File: config.mk
export PLATFORM = sky130hd
export DESIGN_NAME = vga_timing_gen_flat
export DESIGN_NICKNAME = d
export VERILOG_FILES = /design/src/rtl/vga_timing_if.sv /design/src/rtl/vga_timing_gen.sv /design/src/flat_wrapper.sv
export SDC_FILE = /design/constraint.sdc
export NUM_CORES = 1
export LEC_CHECK = 0
export ABC_AREA = 1
export CAP_MARGIN = 30
export CORE_UTILIZATION = 50
export CTS_BUF_LIST = sky130_fd_sc_hd__clkbuf_16
export DETAILED_ROUTE_END_ITERATION = 8
export GPL_TIMING_DRIVEN = 0
export PLACE_DENSITY = 0.76
export RECOVER_POWER = 50
export SYNTH_ARGS = -nofsm -noshare
export SYNTH_HDL_FRONTEND = slang
export SYNTH_SLANG_ARGS = --single-unit
File: constraint.sdc
create_clock -name i_pix_clk -period 1.8 [get_ports i_pix_clk]
set_input_delay 0.36 -clock i_pix_clk [delete_from_list [all_inputs] [get_ports i_pix_clk]]
set_output_delay 0.36 -clock i_pix_clk [all_outputs]
set_load 0.005 [all_outputs]
File: src/rtl/vga_timing_if.sv
// Raster timing bundle between vga_timing_gen (master) and the tile/text layer (slave).
// o_frame_count exists only when VGA_TIMING_FRAME_COUNT_EN is defined.
interface vga_timing_if;
  logic [15:0] o_horz_coord;
  logic [15:0] o_vert_coord;
  logic        o_in_active_area;
  logic        o_hsync;
  logic        o_vsync;
  logic        o_line_start;
  logic        o_frame_start;
`ifdef VGA_TIMING_FRAME_COUNT_EN
  logic [15:0] o_frame_count;
`endif

  modport master (
`ifdef VGA_TIMING_FRAME_COUNT_EN
    output o_frame_count,
`endif
    output o_horz_coord,
    output o_vert_coord,
    output o_in_active_area,
    output o_hsync,
    output o_vsync,
    output o_line_start,
    output o_frame_start
  );

  modport slave (
`ifdef VGA_TIMING_FRAME_COUNT_EN
    input o_frame_count,
`endif
    input o_horz_coord,
    input o_vert_coord,
    input o_in_active_area,
    input o_hsync,
    input o_vsync,
    input o_line_start,
    input o_frame_start
  );
endinterface

File: src/rtl/vga_timing_gen.sv
// Free-running VGA raster timing: coordinates, active flag, syncs and line/frame strobes.
// Optional frame counter enabled by defining VGA_TIMING_FRAME_COUNT_EN.
module vga_timing_gen #(
  parameter int unsigned H_ACTIVE    = 640,
  parameter int unsigned H_FRONT     = 16,
  parameter int unsigned H_SYNC      = 96,
  parameter int unsigned H_BACK      = 48,
  parameter int unsigned V_ACTIVE    = 480,
  parameter int unsigned V_FRONT     = 10,
  parameter int unsigned V_SYNC      = 2,
  parameter int unsigned V_BACK      = 33,
  parameter bit          SYNC_ACTIVE = 1'b0
) (
  input  logic         i_pix_clk,
  input  logic         i_reset,
  vga_timing_if.master vga
);

  localparam int unsigned CW      = 16;
  localparam int unsigned H_TOTAL = H_ACTIVE + H_FRONT + H_SYNC + H_BACK;
  localparam int unsigned V_TOTAL = V_ACTIVE + V_FRONT + V_SYNC + V_BACK;

  localparam logic [CW-1:0] H_LAST   = CW'(H_TOTAL - 1);
  localparam logic [CW-1:0] V_LAST   = CW'(V_TOTAL - 1);
  localparam logic [CW-1:0] H_ACT_C  = CW'(H_ACTIVE);
  localparam logic [CW-1:0] V_ACT_C  = CW'(V_ACTIVE);
  localparam logic [CW-1:0] HS_BEG   = CW'(H_ACTIVE + H_FRONT);
  localparam logic [CW-1:0] HS_END   = CW'(H_ACTIVE + H_FRONT + H_SYNC);
  localparam logic [CW-1:0] VS_BEG   = CW'(V_ACTIVE + V_FRONT);
  localparam logic [CW-1:0] VS_END   = CW'(V_ACTIVE + V_FRONT + V_SYNC);

  // IDLE covers reset; the first edge out of it emits (0,0) rather than incrementing.
  typedef enum logic {ST_IDLE, ST_RUN} state_e;

  state_e        state_q, state_d;
  logic [CW-1:0] horz_q, horz_d;
  logic [CW-1:0] vert_q, vert_d;
  logic          active_q, active_d;
  logic          hsync_q, hsync_d;
  logic          vsync_q, vsync_d;
  logic          line_q, line_d;
  logic          frame_q, frame_d;
`ifdef VGA_TIMING_FRAME_COUNT_EN
  logic [CW-1:0] fcnt_q, fcnt_d;
`endif

  always_ff @(posedge i_pix_clk or posedge i_reset) begin
    if (i_reset) begin
      state_q  <= ST_IDLE;
      horz_q   <= '0;
      vert_q   <= '0;
      active_q <= 1'b0;
      hsync_q  <= ~SYNC_ACTIVE;
      vsync_q  <= ~SYNC_ACTIVE;
      line_q   <= 1'b0;
      frame_q  <= 1'b0;
`ifdef VGA_TIMING_FRAME_COUNT_EN
      fcnt_q   <= '0;
`endif
    end else begin
      state_q  <= state_d;
      horz_q   <= horz_d;
      vert_q   <= vert_d;
      active_q <= active_d;
      hsync_q  <= hsync_d;
      vsync_q  <= vsync_d;
      line_q   <= line_d;
      frame_q  <= frame_d;
`ifdef VGA_TIMING_FRAME_COUNT_EN
      fcnt_q   <= fcnt_d;
`endif
    end
  end

  // Next counts first; every flag is decoded from them so all outputs stay aligned.
  always_comb begin
    state_d = state_q;
    horz_d  = horz_q;
    vert_d  = vert_q;

    if (state_q == ST_IDLE) begin
      state_d = ST_RUN;
      horz_d  = '0;
      vert_d  = '0;
    end else if (horz_q == H_LAST) begin
      horz_d = '0;
      vert_d = (vert_q == V_LAST) ? '0 : vert_q + 1'b1;
    end else begin
      horz_d = horz_q + 1'b1;
    end

    active_d = (horz_d < H_ACT_C) && (vert_d < V_ACT_C);
    hsync_d  = ((horz_d >= HS_BEG) && (horz_d < HS_END)) ? SYNC_ACTIVE : ~SYNC_ACTIVE;
    vsync_d  = ((vert_d >= VS_BEG) && (vert_d < VS_END)) ? SYNC_ACTIVE : ~SYNC_ACTIVE;
    line_d   = (horz_d == '0);
    frame_d  = line_d && (vert_d == '0);

`ifdef VGA_TIMING_FRAME_COUNT_EN
    fcnt_d = fcnt_q;
    if ((state_q == ST_RUN) && frame_d) begin
      fcnt_d = fcnt_q + 1'b1;
    end
`endif
  end

  assign vga.o_horz_coord     = horz_q;
  assign vga.o_vert_coord     = vert_q;
  assign vga.o_in_active_area = active_q;
  assign vga.o_hsync          = hsync_q;
  assign vga.o_vsync          = vsync_q;
  assign vga.o_line_start     = line_q;
  assign vga.o_frame_start    = frame_q;
`ifdef VGA_TIMING_FRAME_COUNT_EN
  assign vga.o_frame_count    = fcnt_q;
`endif

endmodule

File: src/flat_wrapper.sv
// flat-port wrapper written by rule: the top's interface ports become plain ports
module vga_timing_gen_flat 
#(
  parameter int unsigned H_ACTIVE    = 640,
  parameter int unsigned H_FRONT     = 16,
  parameter int unsigned H_SYNC      = 96,
  parameter int unsigned H_BACK      = 48,
  parameter int unsigned V_ACTIVE    = 480,
  parameter int unsigned V_FRONT     = 10,
  parameter int unsigned V_SYNC      = 2,
  parameter int unsigned V_BACK      = 33,
  parameter bit          SYNC_ACTIVE = 1'b0
)
  (i_pix_clk, i_reset, vga_o_horz_coord, vga_o_vert_coord, vga_o_in_active_area, vga_o_hsync, vga_o_vsync, vga_o_line_start, vga_o_frame_start);
  vga_timing_if vga_i ();
  input  logic i_pix_clk;
  input  logic i_reset;
  output wire logic [$bits(vga_i.o_horz_coord)-1:0] vga_o_horz_coord;
  output wire logic [$bits(vga_i.o_vert_coord)-1:0] vga_o_vert_coord;
  output wire logic [$bits(vga_i.o_in_active_area)-1:0] vga_o_in_active_area;
  output wire logic [$bits(vga_i.o_hsync)-1:0] vga_o_hsync;
  output wire logic [$bits(vga_i.o_vsync)-1:0] vga_o_vsync;
  output wire logic [$bits(vga_i.o_line_start)-1:0] vga_o_line_start;
  output wire logic [$bits(vga_i.o_frame_start)-1:0] vga_o_frame_start;
  assign vga_o_horz_coord = vga_i.o_horz_coord;
  assign vga_o_vert_coord = vga_i.o_vert_coord;
  assign vga_o_in_active_area = vga_i.o_in_active_area;
  assign vga_o_hsync = vga_i.o_hsync;
  assign vga_o_vsync = vga_i.o_vsync;
  assign vga_o_line_start = vga_i.o_line_start;
  assign vga_o_frame_start = vga_i.o_frame_start;
  vga_timing_gen #(.H_ACTIVE(H_ACTIVE), .H_FRONT(H_FRONT), .H_SYNC(H_SYNC), .H_BACK(H_BACK), .V_ACTIVE(V_ACTIVE), .V_FRONT(V_FRONT), .V_SYNC(V_SYNC), .V_BACK(V_BACK), .SYNC_ACTIVE(SYNC_ACTIVE)) u_core (.i_pix_clk(i_pix_clk), .i_reset(i_reset), .vga(vga_i));
endmodule
* Yosys cells after proc, flatten, opt, wreduce, memory -nomap -nowiden
Cells that the tools add are included.
W data, S select, Z words.
** Word-level totals
- Word-level logic and storage cells :: 31
- Output and inout bits :: 37
- Memories kept :: 0
- Input bits :: 2
- Bits in read-only memories :: 0
- Register bits after elaboration :: 38
- RAM bits :: 0
- Latch bits :: 0
** Operators by class
- Multiplexer cells :: 7
- Shift operators :: 0
- Add/subtract/negate cells :: 2
- $lt $le $gt $ge :: 6
- Multipliers :: 0
- Eq/ne operators :: 2
- Reduce and logical (&&, ||, !) cells :: 6
- Divide/modulo/power cells :: 0
- Bitwise operators :: 0
** Operators with widths (number)
- $mux W16 :: 5
- $add A16 B1 Y16 const B :: 2
- $eq A16 B10 Y1 const B :: 2
- $logic_not A16 Y1 :: 2
- $lt A16 B10 Y1 const B :: 2
- $lt A16 B9 Y1 const B :: 2
- $ge A16 B10 Y1 const B :: 1
- $ge A16 B9 Y1 const B :: 1
- $logic_and A1 B1 Y1 :: 4
- $mux W1 :: 2

* Depth between registers and ports, before layout
- Depth in word-level cells :: 7
- Depth in mapped cells :: 16
- Mapped depth without buffers :: 16

* Worst setup path before layout
No wires, ideal clock.
- Path type :: register -> register
- Start :: register u_core.horz_q[0] (netlist: u_core.vga.o_horz_coord[0])
- End :: register u_core.vsync_q (netlist: u_core.vga.o_vsync)
- Arrival time :: 1710 ps
- Path slack :: 6 ps
- Data required time :: 1716 ps
- Library setup time :: 84 ps
- Stages on the path, launching flop included :: 15
- Cells stage by stage :: dfrtp_1 > ha_1 > nand2_2 > inv_1 > nand2_1 > nor2_1 > nand2_2 > buf_6 > nand2_1 > nand3_1 > nand2_2 > nor2_4 > nand2_2 > nor2_1 > nand3_1
** On the way
- Word-level cells in the longest chain between the ends :: 6
** Ends and longest elaborated chain
- start: declaration :: line vga_timing_gen.sv:36 : logic [CW-1:0] horz_q, horz_d;
- start signal: assignment :: line vga_timing_gen.sv:62 : horz_q <= horz_d;
- $eq A16 B10 Y1 * :: line vga_timing_gen.sv:85 : end else if (horz_q == H_LAST) begin
- $mux W16 * :: line vga_timing_gen.sv:85
- $mux W16 * :: line vga_timing_gen.sv:81 : if (state_q == ST_IDLE) begin
- $ge A16 B9 Y1 or $lt A16 B9 Y1 (tied branches) :: line vga_timing_gen.sv:94 : vsync_d = ((vert_d >= VS_BEG) && (vert_d < VS_END)) ? SYNC_ACTIVE : ~SYNC_ACTIVE;
- $logic_and A1 B1 Y1 * :: line vga_timing_gen.sv:94
- $mux W1 * :: line vga_timing_gen.sv:94
- named net u_core.vsync_d :: line vga_timing_gen.sv:40 : logic vsync_q, vsync_d;
- end signal: assignment :: line vga_timing_gen.sv:54 : vsync_q <= ~SYNC_ACTIVE;
- end signal: assignment :: line vga_timing_gen.sv:66 : vsync_q <= vsync_d;
- end: declaration :: line vga_timing_gen.sv:40
The timed path passes the listed nets; every way through them passes the cells marked *.

* Worst setup path in the final report
- Start :: register u_core.horz_q[11] (netlist: u_core.vga.o_horz_coord[11])
- End :: register u_core.vsync_q (netlist: u_core.vga.o_vsync)
Same word-level chain as after synthesis.

==> out/qor.csv <==
metric,value,unit
grt_max_degree,39,
final-setup-viol-count,4,
crit_slowest_cell,dfrtp_1,
syn-num-nets,467,
cts_root_buf,clkbuf_16,
htree_levels,2,
antenna_found_initial,0,
port-buffer-count,38,
violations,setup timing,
cts_tree,yes,
wirelength,8758,um
die_area,6176,um^2
grtUsageTotal,28.68,%
finalMaxSlewViolations,0,
tightest_slew,0.7888,ns
max_slew_margin,47.34,%
slowest_delay,0.47,ns
cp-start-kind,flop,
cp-end-kind,flop,
critPathMostFrequentCell,nand2_1,
critPathMaxFanout,7,
drive_above_1_share,27.27,%
hold_buffers,0,
synth.cell_area,2933,um^2
leakagePower,2.016,nW
drt_iter0_drc,147,
place_congestion,0.9349,
antenna_cells_inserted,0,
synthCells,462,
ant_nets,0,
rsz0062_at_grt,yes,
dr.pass1.iters,5,
avgViaCountPerCell,5.437,
start_util,52.62,%
worst_slack,-0.2011,ns
worstSetupPathType,reg -> reg,
seq_area_frac_synth,32.51,%
wl_per_cell,14.60,um
cts-buffers-inserted,5,
coreArea,5574,um^2
fmax,0.4997,GHz
ys_ff_latch,38,
utilization,71.16,%
path_cells,inv_1 > nand2_1 > nor2_1 > nand2_1 > nor2_4 > buf_6 > o21ai_2 > nor2_2 > nand2_1 > nor2_1 > nand2_1 > nand2_1 > nand3_2,
clock-sinks,38,
cp.required,2.00,ns
clockBufferDepth,2,
place_area,3403,um^2
design_area,3966,um^2
dpl.hpwl,5824,um
synth_cell_types,27,
die_w,78.59,um
maxCapViolCount,0,
power_density,494.7,nW/um^2
min_path_type,reg -> reg,
grt_pass1_wl,13770,um
skew,0.004723,ns
area_growth_syn_to_layout,35.24,%
status,"complete, but fails checks",
fin_total_pwr,0.001962,W
die_y,78.59,um
grt_overflow,0,
synth_warnings,0,
grt_pass1_vias,3026,
insertion_delay,0.28,ns
syn_avg_cell_area,6.348,um^2
io-pin-count,39,
worstPathArrival,2.20,ns
clk_pin_slew,0.06,ns
core.rowCount,27,
nets,533,
drcViolationCount,0,
final_hold_viol_count,0,
post-route-period-util,111.2,%
vdd_drop_max,0.3480,mV
fin_crit,2.001,ns
critPathTopFamily,simple AND/OR/NAND/NOR gates,
routed-via-count,3262,
path_buf_inv,2,
==> state kept, by name (all words and copies together), names as in the netlist <==
name                         flops
u_core.vga.o_hsync               1
u_core.vga.o_vsync               1
u_core.vga.o_frame_start         1
u_core.state_q                   1
u_core.vga.o_in_active_area      1
u_core.vga.o_horz_coord         16
u_core.vga.o_vert_coord         16
u_core.vga.o_line_start          1
==> logic make-up (layout without fill, tap and decap cells) <==
logic type	count (synthesis)	count (layout)	synth area share (%)
xor gates and xnor gates	4	4	1.194
AOI/OAI and AO/OA	13	13	2.218
buffers and inverters	83	149	11.90
DFF	38	38	32.51
adders and majority gates	3	3	1.280
other	1	1	0.1279
and+or+nand+nor	320	320	50.77
==> layout make-up <==
cell class                      count  area, um^2
Inverter                           74       277.8
Clock inverter                      2       33.78
Fill cell                         465        1608
Tap cell                           72       90.09
Timing Repair Buffer               59       553.0
Buffer                              9       73.82
Sequential cell                    38       957.2
Clock buffer                        5       125.1
Multi-Input combinational cell    341        1856
==> per-stage QoR <==
step | setup slack [ns] | setup TNS (ns) | std cells | hold slack [ns]
6_report | -0.2011 | -0.5543 | 600 | 0.6449
5_1_grt | -0.2950 | -1.001 | 600 | 0.6631
4_1_cts | -0.1217 | -0.3134 | 591 | 0.5709
3_5_place_dp | -0.3520 | -1.041 | 572 | 0.5225
3_3_place_gp | -0.3110 | -10.71 | 572 | 0.5070
2_1_floorplan | 0.006124 | 0 | 462 | 0.4929
==> layout by cell type (no fill, tap or decap), types with 2 or more instances in the layout <==
| cell | netlist | final |
|---|---|---|
| buf_4 | 3 | 20 |
| nand3_1 | 47 | 34 |
| dfrtp_1 | 36 | 33 |
| nor2_4 | 6 | 11 |
| nand2_4 | 2 | 5 |
| dfrtp_2 | 0 | 3 |
| o21ai_2 | 0 | 4 |
| nand3_2 | 6 | 18 |
| nor3_1 | 2 | 2 |
| nor2_2 | 11 | 22 |
| nand4_1 | 15 | 15 |
| dfstp_2 | 2 | 2 |
| ha_4 | 0 | 2 |
| o21ai_0 | 11 | 7 |
| xor2_1 | 4 | 4 |
| nor2_1 | 70 | 54 |
| buf_2 | 2 | 2 |
| inv_1 | 67 | 61 |
| nand2_1 | 143 | 130 |
| clkbuf_16 | 0 | 5 |
| buf_6 | 3 | 7 |
| inv_2 | 7 | 13 |
| nand2_2 | 15 | 25 |
| clkdlybuf4s50_1 | 0 | 37 |
==> Yosys cell counts, drive strengths merged <==
cell	instances	area [um^2]
a21oi	1	5.000
xor2	4	35.03
nand3b	1	7.510
dfrtp	36	900.9
inv	74	277.8
nor2	88	419.2
buf	8	66.31
o21ai	12	60.05
nor3	3	20.02
conb	1	3.750
dfstp	2	52.55
ha	3	37.54
nand2	160	653.1
nand3	53	295.3
nand4	15	93.84
clkbuf	1	5.000
==> worst min-delay path: stages (launching register included) <==
cell and delay [ns]:
dfrtp_1 0.40, buf_4 0.16, nor2_2 0.05
==> power by group <==
part           total (W)  switching (W)  internal (W)
registers       0.000877     0.00000925      0.000868
logic           0.000115      0.0000672     0.0000477
clock network   0.000970       0.000329      0.000641
total            0.00196       0.000406       0.00156
==> final timing paths <==
kind	from	to	slack (ns)	cells past startpoint
min in group asynchronous	i_reset	u_core.vga.o_horz_coord[5]	0.68	2
max reg2reg	u_core.vga.o_horz_coord[11]	u_core.vga.o_vsync	-0.20	13
max	u_core.vga.o_horz_coord[11]	u_core.vga.o_vsync	-0.20	13
max in group asynchronous	i_reset	u_core.vga.o_vert_coord[4]	0.56	2
min reg2reg	u_core.vga.o_horz_coord[0]	u_core.vga.o_horz_coord[0]	0.64	2
min	u_core.vga.o_horz_coord[0]	u_core.vga.o_horz_coord[0]	0.64	2
==> timing repair <==
item,in CTS,in global routing
resized for setup,40,39
setup buffers,10,9
setup endpoints to repair,5,5
pin swaps,25,20
gates cloned,2,0
==> routing by layer <==
metal	vias to the layer above	GRT usage [%]	part of all wire, %
met1	1502	34.16	40
met4	0	15.19	3.3
met3	30	4.070	7.0
met2	183	49.65	50
met5	-	0	0
li1	1547	-	-
Power figures use the tool's default switching activity.
